### config.mk
export PLATFORM = sky130hd
export DESIGN_NAME = key_conditioner_flat
export DESIGN_NICKNAME = d
export VERILOG_FILES = /design/src/rtl/key_conditioner_if.sv /design/src/rtl/key_conditioner.sv /design/src/flat_wrapper.sv
export SDC_FILE = /design/constraint.sdc
export NUM_CORES = 1
export LEC_CHECK = 0
export BUFFER_PORTS_ARGS = -buffer_cell sky130_fd_sc_hd__clkbuf_2
export CAP_MARGIN = 15
export CORE_UTILIZATION = 45
export DETAILED_ROUTE_END_ITERATION = 12
export PLACE_DENSITY = 0.76
export SETUP_SLACK_MARGIN = 0.05
export SYNTH_ARGS = -nofsm -noshare
export SYNTH_HDL_FRONTEND = slang
export SYNTH_SLANG_ARGS = --single-unit
### constraint.sdc
create_clock -name clk -period 3.9 [get_ports clk]
set_input_delay 0.195 -clock clk [delete_from_list [all_inputs] [get_ports clk]]
set_output_delay 0.195 -clock clk [all_outputs]
set_load 0.02 [all_outputs]
### src/rtl/key_conditioner_if.sv
// -----------------------------------------------------------------------------
// key_conditioner_if
//
// Groups the push-button front end's controls and its conditioned outputs so
// the board top and the game logic pass a single bundle around.
//
// Parameters:
//   N_KEYS        number of key channels; must match the key_conditioner instance
//
// Signals:
//   enable        tick qualifier for the debounce/repeat counters
//   map_sel       routing select, 0 = MAP0, 1 = MAP1
//   keys_in       raw, asynchronous pin levels
//   level         debounced state per channel, 1 = pressed
//   press         one-clk pulse when a channel becomes pressed (and on repeats)
//   release_pulse one-clk pulse when a channel becomes released
//                 (named this way because 'release' is a reserved word)
//
// Modports:
//   master        the side that drives the pins/controls and consumes the pulses
//   slave         the key_conditioner itself
// -----------------------------------------------------------------------------
interface key_conditioner_if #(
    parameter int N_KEYS = 4
);
    logic              enable;
    logic              map_sel;
    logic [N_KEYS-1:0] keys_in;
    logic [N_KEYS-1:0] level;
    logic [N_KEYS-1:0] press;
    logic [N_KEYS-1:0] release_pulse;

    modport master (
        output enable, map_sel, keys_in,
        input  level, press, release_pulse
    );

    modport slave (
        input  enable, map_sel, keys_in,
        output level, press, release_pulse
    );
endinterface

### src/rtl/key_conditioner.sv
// -----------------------------------------------------------------------------
// key_conditioner
//
// N-channel push-button front end: per-channel routing from the pins through
// one of two compile-time permutations, a 2-flop synchroniser, a counting
// debouncer and registered one-clk press/release pulses.
//
// Ports:
//   clk     game clock
//   reset   synchronous, active-low reset
//   keys    key_conditioner_if.slave (enable, map_sel, keys_in in;
//           level, press, release_pulse out)
//
// Routing tables: MAP0/MAP1 are packed N_KEYS x IDX_W index lists written
// left to right starting at channel 0, so the leftmost entry is the pin that
// channel 0 samples. Every entry must be a valid pin index (< N_KEYS).
//
// Optional feature (macro AUTO_REPEAT_EN): when defined, a held key re-fires
// press after REPEAT_DELAY enabled ticks and then every REPEAT_RATE ticks.
// When undefined no hold counters exist and press fires only on the 0->1 edge.
// -----------------------------------------------------------------------------
module key_conditioner #(
    parameter int   N_KEYS          = 4,
    parameter int   DEBOUNCE_CYCLES = 4,
    parameter bit   ACTIVE_LOW      = 1'b1,
    localparam int  IDX_W           = (N_KEYS > 1) ? $clog2(N_KEYS) : 1,
    parameter logic [N_KEYS*IDX_W-1:0] MAP0 = 8'b11_10_01_00,
    parameter logic [N_KEYS*IDX_W-1:0] MAP1 = 8'b00_10_11_01,
    parameter int   REPEAT_DELAY    = 64,
    parameter int   REPEAT_RATE     = 16
) (
    input logic              clk,
    input logic              reset,
    key_conditioner_if.slave keys
);

    localparam int CNT_W = $clog2(DEBOUNCE_CYCLES) + 1;

    if (N_KEYS < 1 || DEBOUNCE_CYCLES < 1 || REPEAT_DELAY < 1 || REPEAT_RATE < 1) begin : g_param_check
        $error("key_conditioner: N_KEYS, DEBOUNCE_CYCLES, REPEAT_DELAY and REPEAT_RATE must be >= 1");
    end

    // Pin index for channel ch; channel 0 is the leftmost (most significant) slot.
    function automatic logic [IDX_W-1:0] map_entry(input logic [N_KEYS*IDX_W-1:0] map, input int ch);
        return map[(N_KEYS-1-ch)*IDX_W +: IDX_W];
    endfunction

    logic [N_KEYS-1:0] routed;       // routed pins, still in pin polarity
    logic [N_KEYS-1:0] sync1;
    logic [N_KEYS-1:0] sync2;
    logic [N_KEYS-1:0] pressed_s;    // synchronised, 1 = pressed
    logic [N_KEYS-1:0] level_q;
    logic [N_KEYS-1:0] press_q;
    logic [N_KEYS-1:0] release_q;
    logic [N_KEYS-1:0] flip;         // level toggles at this edge
    logic [N_KEYS-1:0] repeat_fire;  // auto-repeat press at this edge
    logic [CNT_W-1:0]  db_cnt [N_KEYS];

    // map_sel is deliberately not registered: switching tables just looks
    // like a pin change to the synchroniser and gets debounced like one.
    always_comb begin
        // NOTE: every variable assigned in always_comb gets a default first;
        // a path that skips an assignment would otherwise infer a latch.
        routed = '0;
        for (int i = 0; i < N_KEYS; i++) begin
            routed[i] = keys.keys_in[keys.map_sel ? map_entry(MAP1, i) : map_entry(MAP0, i)];
        end
    end

    // The sync chain carries pin polarity so its reset value is the idle pin
    // level; normalising after the chain is a plain XOR and adds no delay.
    assign pressed_s = sync2 ^ {N_KEYS{ACTIVE_LOW}};

    always_comb begin
        flip = '0;
        for (int i = 0; i < N_KEYS; i++) begin
            flip[i] = keys.enable && (pressed_s[i] != level_q[i])
                      && (db_cnt[i] == CNT_W'(DEBOUNCE_CYCLES - 1));
        end
    end

    always_ff @(posedge clk) begin
        // NOTE: sequential state uses non-blocking assignments so every
        // register samples pre-edge values regardless of statement order.
        if (!reset) begin
            sync1     <= {N_KEYS{ACTIVE_LOW}};
            sync2     <= {N_KEYS{ACTIVE_LOW}};
            level_q   <= '0;
            press_q   <= '0;
            release_q <= '0;
            // NOTE: the per-channel counter array is real control state, not
            // storage, so every entry is cleared by reset like any register.
            for (int i = 0; i < N_KEYS; i++) begin
                db_cnt[i] <= '0;
            end
        end else begin
            sync1     <= routed;
            sync2     <= sync1;
            level_q   <= level_q ^ flip;
            // Pulses are registered alongside the level flip, so they are one
            // clk wide independent of enable.
            press_q   <= (flip & ~level_q) | repeat_fire;
            release_q <= flip & level_q;
            for (int i = 0; i < N_KEYS; i++) begin
                if (pressed_s[i] == level_q[i]) begin
                    db_cnt[i] <= '0;           // agreement (or a bounce back) restarts debounce
                end else if (keys.enable) begin
                    if (flip[i]) begin
                        db_cnt[i] <= '0;
                    end else begin
                        db_cnt[i] <= db_cnt[i] + CNT_W'(1);
                    end
                end
            end
        end
    end

`ifdef AUTO_REPEAT_EN
    localparam int HOLD_MAX = (REPEAT_DELAY > REPEAT_RATE) ? REPEAT_DELAY : REPEAT_RATE;
    localparam int HOLD_W   = $clog2(HOLD_MAX) + 1;

    logic [HOLD_W-1:0] hold_cnt [N_KEYS];
    logic [N_KEYS-1:0] in_rate;  // first repeat done, now spacing by REPEAT_RATE

    // Counting restarts from zero at the press edge, so the earliest repeat is
    // REPEAT_DELAY ticks after the initial pulse and never coincides with it.
    always_comb begin
        repeat_fire = '0;
        for (int i = 0; i < N_KEYS; i++) begin
            repeat_fire[i] = keys.enable && level_q[i] && !flip[i]
                             && (hold_cnt[i] == (in_rate[i] ? HOLD_W'(REPEAT_RATE - 1)
                                                            : HOLD_W'(REPEAT_DELAY - 1)));
        end
    end

    always_ff @(posedge clk) begin
        if (!reset) begin
            in_rate <= '0;
            for (int i = 0; i < N_KEYS; i++) begin
                hold_cnt[i] <= '0;
            end
        end else begin
            for (int i = 0; i < N_KEYS; i++) begin
                if (!level_q[i] || flip[i]) begin
                    hold_cnt[i] <= '0;
                    in_rate[i]  <= 1'b0;
                end else if (keys.enable) begin
                    if (repeat_fire[i]) begin
                        hold_cnt[i] <= '0;
                        in_rate[i]  <= 1'b1;
                    end else begin
                        hold_cnt[i] <= hold_cnt[i] + HOLD_W'(1);
                    end
                end
            end
        end
    end
`else
    assign repeat_fire = '0;
`endif

    assign keys.level         = level_q;
    assign keys.press         = press_q;
    assign keys.release_pulse = release_q;

endmodule
### src/flat_wrapper.sv
// flat-port wrapper written by rule: the top's interface ports become plain ports
module key_conditioner_flat 
#(
    parameter int   N_KEYS          = 4,
    parameter int   DEBOUNCE_CYCLES = 4,
    parameter bit   ACTIVE_LOW      = 1'b1,
    localparam int  IDX_W           = (N_KEYS > 1) ? $clog2(N_KEYS) : 1,
    parameter logic [N_KEYS*IDX_W-1:0] MAP0 = 8'b11_10_01_00,
    parameter logic [N_KEYS*IDX_W-1:0] MAP1 = 8'b00_10_11_01,
    parameter int   REPEAT_DELAY    = 64,
    parameter int   REPEAT_RATE     = 16
)
  (clk, reset, keys_enable, keys_map_sel, keys_keys_in, keys_level, keys_press, keys_release_pulse);
  key_conditioner_if #(.N_KEYS(N_KEYS)) keys_i ();
  input logic clk;
  input logic reset;
  input wire logic [$bits(keys_i.enable)-1:0] keys_enable;
  input wire logic [$bits(keys_i.map_sel)-1:0] keys_map_sel;
  input wire logic [$bits(keys_i.keys_in)-1:0] keys_keys_in;
  output wire logic [$bits(keys_i.level)-1:0] keys_level;
  output wire logic [$bits(keys_i.press)-1:0] keys_press;
  output wire logic [$bits(keys_i.release_pulse)-1:0] keys_release_pulse;
  assign keys_i.enable = keys_enable;
  assign keys_i.map_sel = keys_map_sel;
  assign keys_i.keys_in = keys_keys_in;
  assign keys_level = keys_i.level;
  assign keys_press = keys_i.press;
  assign keys_release_pulse = keys_i.release_pulse;
  key_conditioner #(.N_KEYS(N_KEYS), .DEBOUNCE_CYCLES(DEBOUNCE_CYCLES), .ACTIVE_LOW(ACTIVE_LOW), .MAP0(MAP0), .MAP1(MAP1), .REPEAT_DELAY(REPEAT_DELAY), .REPEAT_RATE(REPEAT_RATE)) u_core (.clk(clk), .reset(reset), .keys(keys_i));
endmodule
==> flow_summary.json, run 1 <==
{
  "outcome": "finished with violations",
  "violations": "design-rule violations",
  "htreeDepth": 2,
  "io_pins": 20,
  "holdPathStages": 2,
  "drc": 1,
  "tritoncts": "built",
  "cp-end-kind": "flip-flop",
  "top_usage_layer": "met2",
  "cp_num_buf_inv": 0,
  "worst_slew_pin_slew_ps": 431,
  "synthCells": 117,
  "cpLargestDelayFamily": "adder cells",
  "post_synth.cell_area_avg_um2": 11.5,
  "grt_first_pass_wirelength_um": 3460,
  "worstRegToRegCells": 6,
  "rsz0062_at_grt": "no",
  "root_buffer": "clkbuf_4",
  "cp_slowest_stage_delay_ps": 420,
  "vias": 851,
  "fin_nets": 161,
  "wl_per_cell_um": 11.3,
  "drt_iter0_markers": 16,
  "use_met2": 0.248,
  "die_area_um2": 3230,
  "drtAntennaViolNets": 0,
  "ctsHoldBuffers": 0,
  "tns_ps": 0,
  "yosysSeqAreaShare": 0.563,
  "dr.pass1.iters": 8,
  "syn2layout_area_growth_pct": 12.6,
  "drv_cap": 0,
  "register_area_um2": 761,
  "n_antenna_cell": 0,
  "hold_path.class": "input port to flip-flop",
  "max_freq_ghz": 0.687,
  "numCtsBuffers": 5,
  "use_met1": 0.153,
  "crit_fanout": 5,
  "final-hold-violation-count": 0,
  "slew_viol_final": 0,
  "cts_repair_resize_count": 0,
  "clkTransAtPathRegs_ps": 90,
  "via_per_inst": 4.95,
  "crit_cells": 6,
  "ir_drop_uv": 235,
  "multiInputGateArea_um2": 531,
  "critPathArrivalTime_ps": 1720,
  "fill_cells": 263,
  "grt_usage": 0.149,
  "grt_pass1_vias": 845,
  "clkLatencyLatePin_ps": 320,
  "grt_max_degree": 23,
  "slowest_stage": "edfxtp_1",
  "initial_utilization": 0.482,
  "worst_clock_skew_ps": 1.60,
  "finalCritPeriodShare": 0.373,
  "grt-ovfl-total": 0,
  "path_common_cell": "ha_1",
  "clock-sinks": 32,
  "wirelength_um": 1950,
  "dpl.hpwl_um": 1380,
  "core-area_um2": 2810,
  "syn-num-nets": 138,
  "ys_ff_latch": 32,
  "netlist_area_um2": 1350,
  "die_h_um": 56.8,
  "drive_above_1_share": 0.213,
  "slew_headroom": 0.713,
  "final_util": 0.542,
  "clock_path_buffers": 2,
  "finalCriticalPeriod_ps": 1460,
  "postCtsSetupRepairBufs": 0,
  "setup.worst_path.class": "flip-flop to flip-flop",
  "p_per_area_nw_per_um2": 377,
  "crit_required_ps": 4170,
  "finalSetupViolCount": 0,
  "ys_types": 21,
  "start_kind": "flip-flop",
  "yosysWarnings": 0,
  "die_w_um": 56.8,
  "antenna_found_initial": 0,
  "crit_chain": "ha_1 -> ha_1 -> nand2_1 -> nor2_1 -> ha_1 -> nor2b_1",
  "routabilityCongestion": 0.676,
  "p_leak_nw": 0.640,
  "rows": 19,
  "gr-usage-met3": 0.0622,
  "io_buffers": 19
}
## path summary, 6_finish.rpt
path	endpoint	slack [ps]	from
max	u_core.keys.level[1]	2440	u_core.db_cnt[1][0]
min reg2reg	u_core.sync2[3]	410	u_core.sync1[3]
min	u_core.sync1[1]	40	keys_keys_in[2]
max reg2reg	u_core.keys.level[1]	2440	u_core.db_cnt[1][0]
## final cells by class
type / count / area share
inverters: 10 / 0.0247
well taps: 31 / 0.0255
repair buffers: 19 / 0.0625
clock buffers: 8 / 0.0387
multi-input cells: 72 / 0.349
flip-flops and latches: 32 / 0.500
## cells by family (layout without fill, tap and decap cells)
group | after synthesis | after routing | synth area share
AND/OR/NAND/NOR | 52 | 52 | 0.219
flip-flops | 32 | 32 | 0.563
adder cells (fa/ha/maj) | 13 | 13 | 0.120
buffers and inverters | 13 | 37 | 0.0444
XOR/XNOR | 4 | 4 | 0.0315
multiplexers | 3 | 3 | 0.0222
## routing by layer
layer	wire, um	vias to the layer above
li1	-	436
met3	82	5
met1	859	392
met2	958	18
met4	49	0
met5	0	-
## power by group
part / internal [W] / switching [W] / leakage, nW
sequential: 0.000352 / 0.00000302 / 0.309
clock: 0.0000889 / 0.000104 / 0.0326
combinational: 0.0000107 / 0.0000158 / 0.299
total: 0.000452 / 0.000123 / 0.640
## stage by stage
step | total power (W) | hold slack (ps) | instance area, um2 | worst slack (ps) | instances
floorplan | 0.000382 | 296 | 1350 | 2560 | 117
global placement | 0.000388 | 379 | 1460 | 2510 | 164
detailed placement | 0.000390 | 383 | 1460 | 2470 | 164
CTS | 0.000583 | 27.5 | 1520 | 2440 | 172
global route | 0.000598 | 41.6 | 1520 | 2330 | 172
finish | 0.000574 | 43.9 | 1520 | 2440 | 172
## cells in the mapped netlist
cell / number / area, um2
nor4_1: 4 / 25.0
and2_1: 5 / 31.3
edfxtp_1: 12 / 360
ha_1: 13 / 163
nand3b_2: 2 / 22.5
buf_4: 1 / 7.51
xor2_1: 3 / 26.3
nand2_1: 7 / 26.3
inv_1: 10 / 37.5
nor2_1: 7 / 26.3
buf_6: 1 / 11.3
nor3_1: 7 / 35.0
nor2b_1: 5 / 31.3
nand2_2: 1 / 6.26
mux2i_1: 3 / 30.0
nand2b_1: 9 / 56.3
dfxtp_1: 20 / 400
xor2_2: 1 / 16.3
nor4b_2: 1 / 15.0
nand3_1: 4 / 20.0
clkbuf_1: 1 / 3.75
## sequential cells by signal, summed over array words and instances, names as in the netlist
name and flops:
u_core.keys.press 4, u_core.db_cnt 12, u_core.sync1 4, u_core.keys.release_pulse 4, u_core.sync2 4, u_core.keys.level 4
## cell usage in the layout (no fill, tap or decap), drive strengths merged
cell type / count
nor4b: 1
nor2b: 5
inv: 10
edfxtp: 12
nor2: 7
ha: 13
xor2: 4
nand2: 8
nand3b: 2
nand2b: 9
nor4: 4
and2: 5
mux2i: 3
clkbuf: 27
dfxtp: 20
nand3: 4
nor3: 7
No activity file was read; power rests on OpenSTA's default activity.
==> run 2: changes to the inputs <==
==> constraint.sdc (replaced) <==
create_clock -name clk -period 1.4 [get_ports clk]
set_input_delay 0.07 -clock clk [delete_from_list [all_inputs] [get_ports clk]]
set_output_delay 0.07 -clock clk [all_outputs]
set_load 0.02 [all_outputs]
==> run 2 against run 1 <==
Net effect: the flow still finishes with violations (design-rule violations); global-route usage up 1.2 points; total power grew to 3.1 times the previous value; worst hold slack worse by 36 ps; die area stayed put; critical path depth unchanged; critical path type unchanged; critical endpoint is now u_core.keys.level[0]; largest power group unchanged.
==> flow_summary.json, run 2 (synthesis gave the netlist of run 1 again) <==
{
  "numCtsBuffers": 5,
  "core-area_um2": 2810,
  "cp-end-kind": "flip-flop",
  "drive_above_1_share": 0.390,
  "finalCritPeriodShare": 0.960,
  "crit_chain": "ha_2 -> ha_4 -> nand2_1 -> nor2_1 -> ha_2 -> nor2b_1",
  "io_pins": 20,
  "via_per_inst": 4.90,
  "clkTransAtPathRegs_ps": 110,
  "violations": "design-rule violations",
  "drv_cap": 0,
  "drtAntennaViolNets": 0,
  "slew_headroom": 0.767,
  "rsz0062_at_grt": "yes",
  "final-hold-violation-count": 0,
  "dr.pass1.iters": 8,
  "tritoncts": "built",
  "die_w_um": 56.8,
  "outcome": "finished with violations",
  "dpl.hpwl_um": 1400,
  "start_kind": "flip-flop",
  "finalInstanceArea_um2": 1780,
  "tns_ps": 0,
  "slew_viol_final": 0,
  "drc": 2,
  "vias": 907,
  "gr-usage-met3": 0.0714,
  "clock_path_buffers": 2,
  "grt_max_degree": 22,
  "fin_ws_ps": 56.0,
  "worst_slew_pin_slew_ps": 349,
  "cp_slowest_stage_delay_ps": 410,
  "power_w": 0.00181,
  "startpoint": "u_core.db_cnt[0][0]",
  "grt-ovfl-total": 0,
  "use_met1": 0.173,
  "hold_path.class": "input port to flip-flop",
  "critPathArrivalTime_ps": 1580,
  "die_area_um2": 3230,
  "initial_utilization": 0.482,
  "place_area_um2": 1490,
  "clkLatencyLatePin_ps": 340,
  "antenna_found_initial": 0,
  "p_leak_nw": 0.710,
  "htreeDepth": 2,
  "wl_per_cell_um": 12.8,
  "syn2layout_area_growth_pct": 31.5,
  "worst_clock_skew_ps": 10.9,
  "grt_usage": 0.161,
  "routabilityCongestion": 0.685,
  "holdWs_ps": 7.79,
  "grt_first_pass_wirelength_um": 3770,
  "io_buffers": 19,
  "timing.rr.start": "u_core.db_cnt[0][0]",
  "use_met2": 0.264,
  "p_per_area_nw_per_um2": 1020,
  "largest_reg_flops": 12,
  "layout_common_cells": "dfxtp_1, clkbuf_2, edfxtp_1",
  "cp_num_buf_inv": 0,
  "root_buffer": "clkbuf_4",
  "rows": 19,
  "crit_fanout": 3,
  "fin_nets": 174,
  "max_freq_ghz": 0.744,
  "path_common_cell": "ha_2",
  "place_ws_ps": -45.8,
  "final_common_cell": "dfxtp_1",
  "ir_drop_uv": 694,
  "regMostFlops": "u_core.db_cnt",
  "grt_pass1_vias": 910,
  "die_h_um": 56.8,
  "min-delay-start": "keys_map_sel",
  "slowest_stage": "edfxtp_1",
  "clock-sinks": 32,
  "top_usage_layer": "met2",
  "setup.worst_path.class": "flip-flop to flip-flop",
  "wirelength_um": 2370,
  "drt_iter0_markers": 18,
  "crit_required_ps": 1640,
  "n_antenna_cell": 0,
  "finalCriticalPeriod_ps": 1340,
  "finalSetupViolCount": 0,
  "cpLargestDelayFamily": "adder cells"
}
-- run 2: cell types whose count changed in the layout (fill, tap and decap cells not counted), moves of 2 or more --
cell	change
ha_1	-10
buf_4	+8
nor3_2	+6
dlygate4sd3_1	+5
clkbuf_1	-2
ha_2	+6
ha_4	+4
nor3_1	-6
-- run 2: layer usage --
metal  vias up  wire length (um)
met5         -                 0
met4         0                47
met3         4                89
met2        18              1220
met1       422              1020
li1        463                 -
-- run 2: tightest hold or removal path, stage by stage --
cell	delay [ps]
clkbuf_2	130
mux2i_1	80
nand2_1	50
-- run 2: layout make-up --
type | count | area [um2]
well taps | 31 | 38.8
clock inverters | 3 | 42.5
fillers | 238 | 1030
clock buffers | 5 | 37.5
inverters | 10 | 37.5
flip-flops and latches | 32 | 761
multi-input cells | 72 | 654
repair buffers | 32 | 205
-- run 2: where the power goes --
| part | internal, W | switching [W] |
|---|---|---|
| clock | 0.000372 | 0.000334 |
| sequential | 0.000981 | 0.00000927 |
| combinational | 0.0000526 | 0.0000572 |
-- run 2: metrics by stage --
stage | util | std cells
floorplan | - | 117
global placement | 0.529 | 167
finish | 0.633 | 185
CTS | 0.601 | 183
global route | 0.633 | 185
detailed placement | 0.529 | 167
-- run 2: path summary, 6_finish.rpt --
check	end	slack, ps	depth (start not counted)
worst max register to register	u_core.keys.level[0]	60	6
worst min register to register	u_core.sync2[1]	420	1
worst min-delay path	u_core.sync1[3]	8	3
worst max-delay path	u_core.keys.level[0]	60	6
-- run 2: what timing repair did --
action	in CTS	in global routing
gates cloned	0	0
buffers inserted	3	2
setup endpoints to repair	17	16
pin swaps	1	6
hold buffers	5	0
endpoints found under the hold margin	4	0
gates resized for setup	12	14
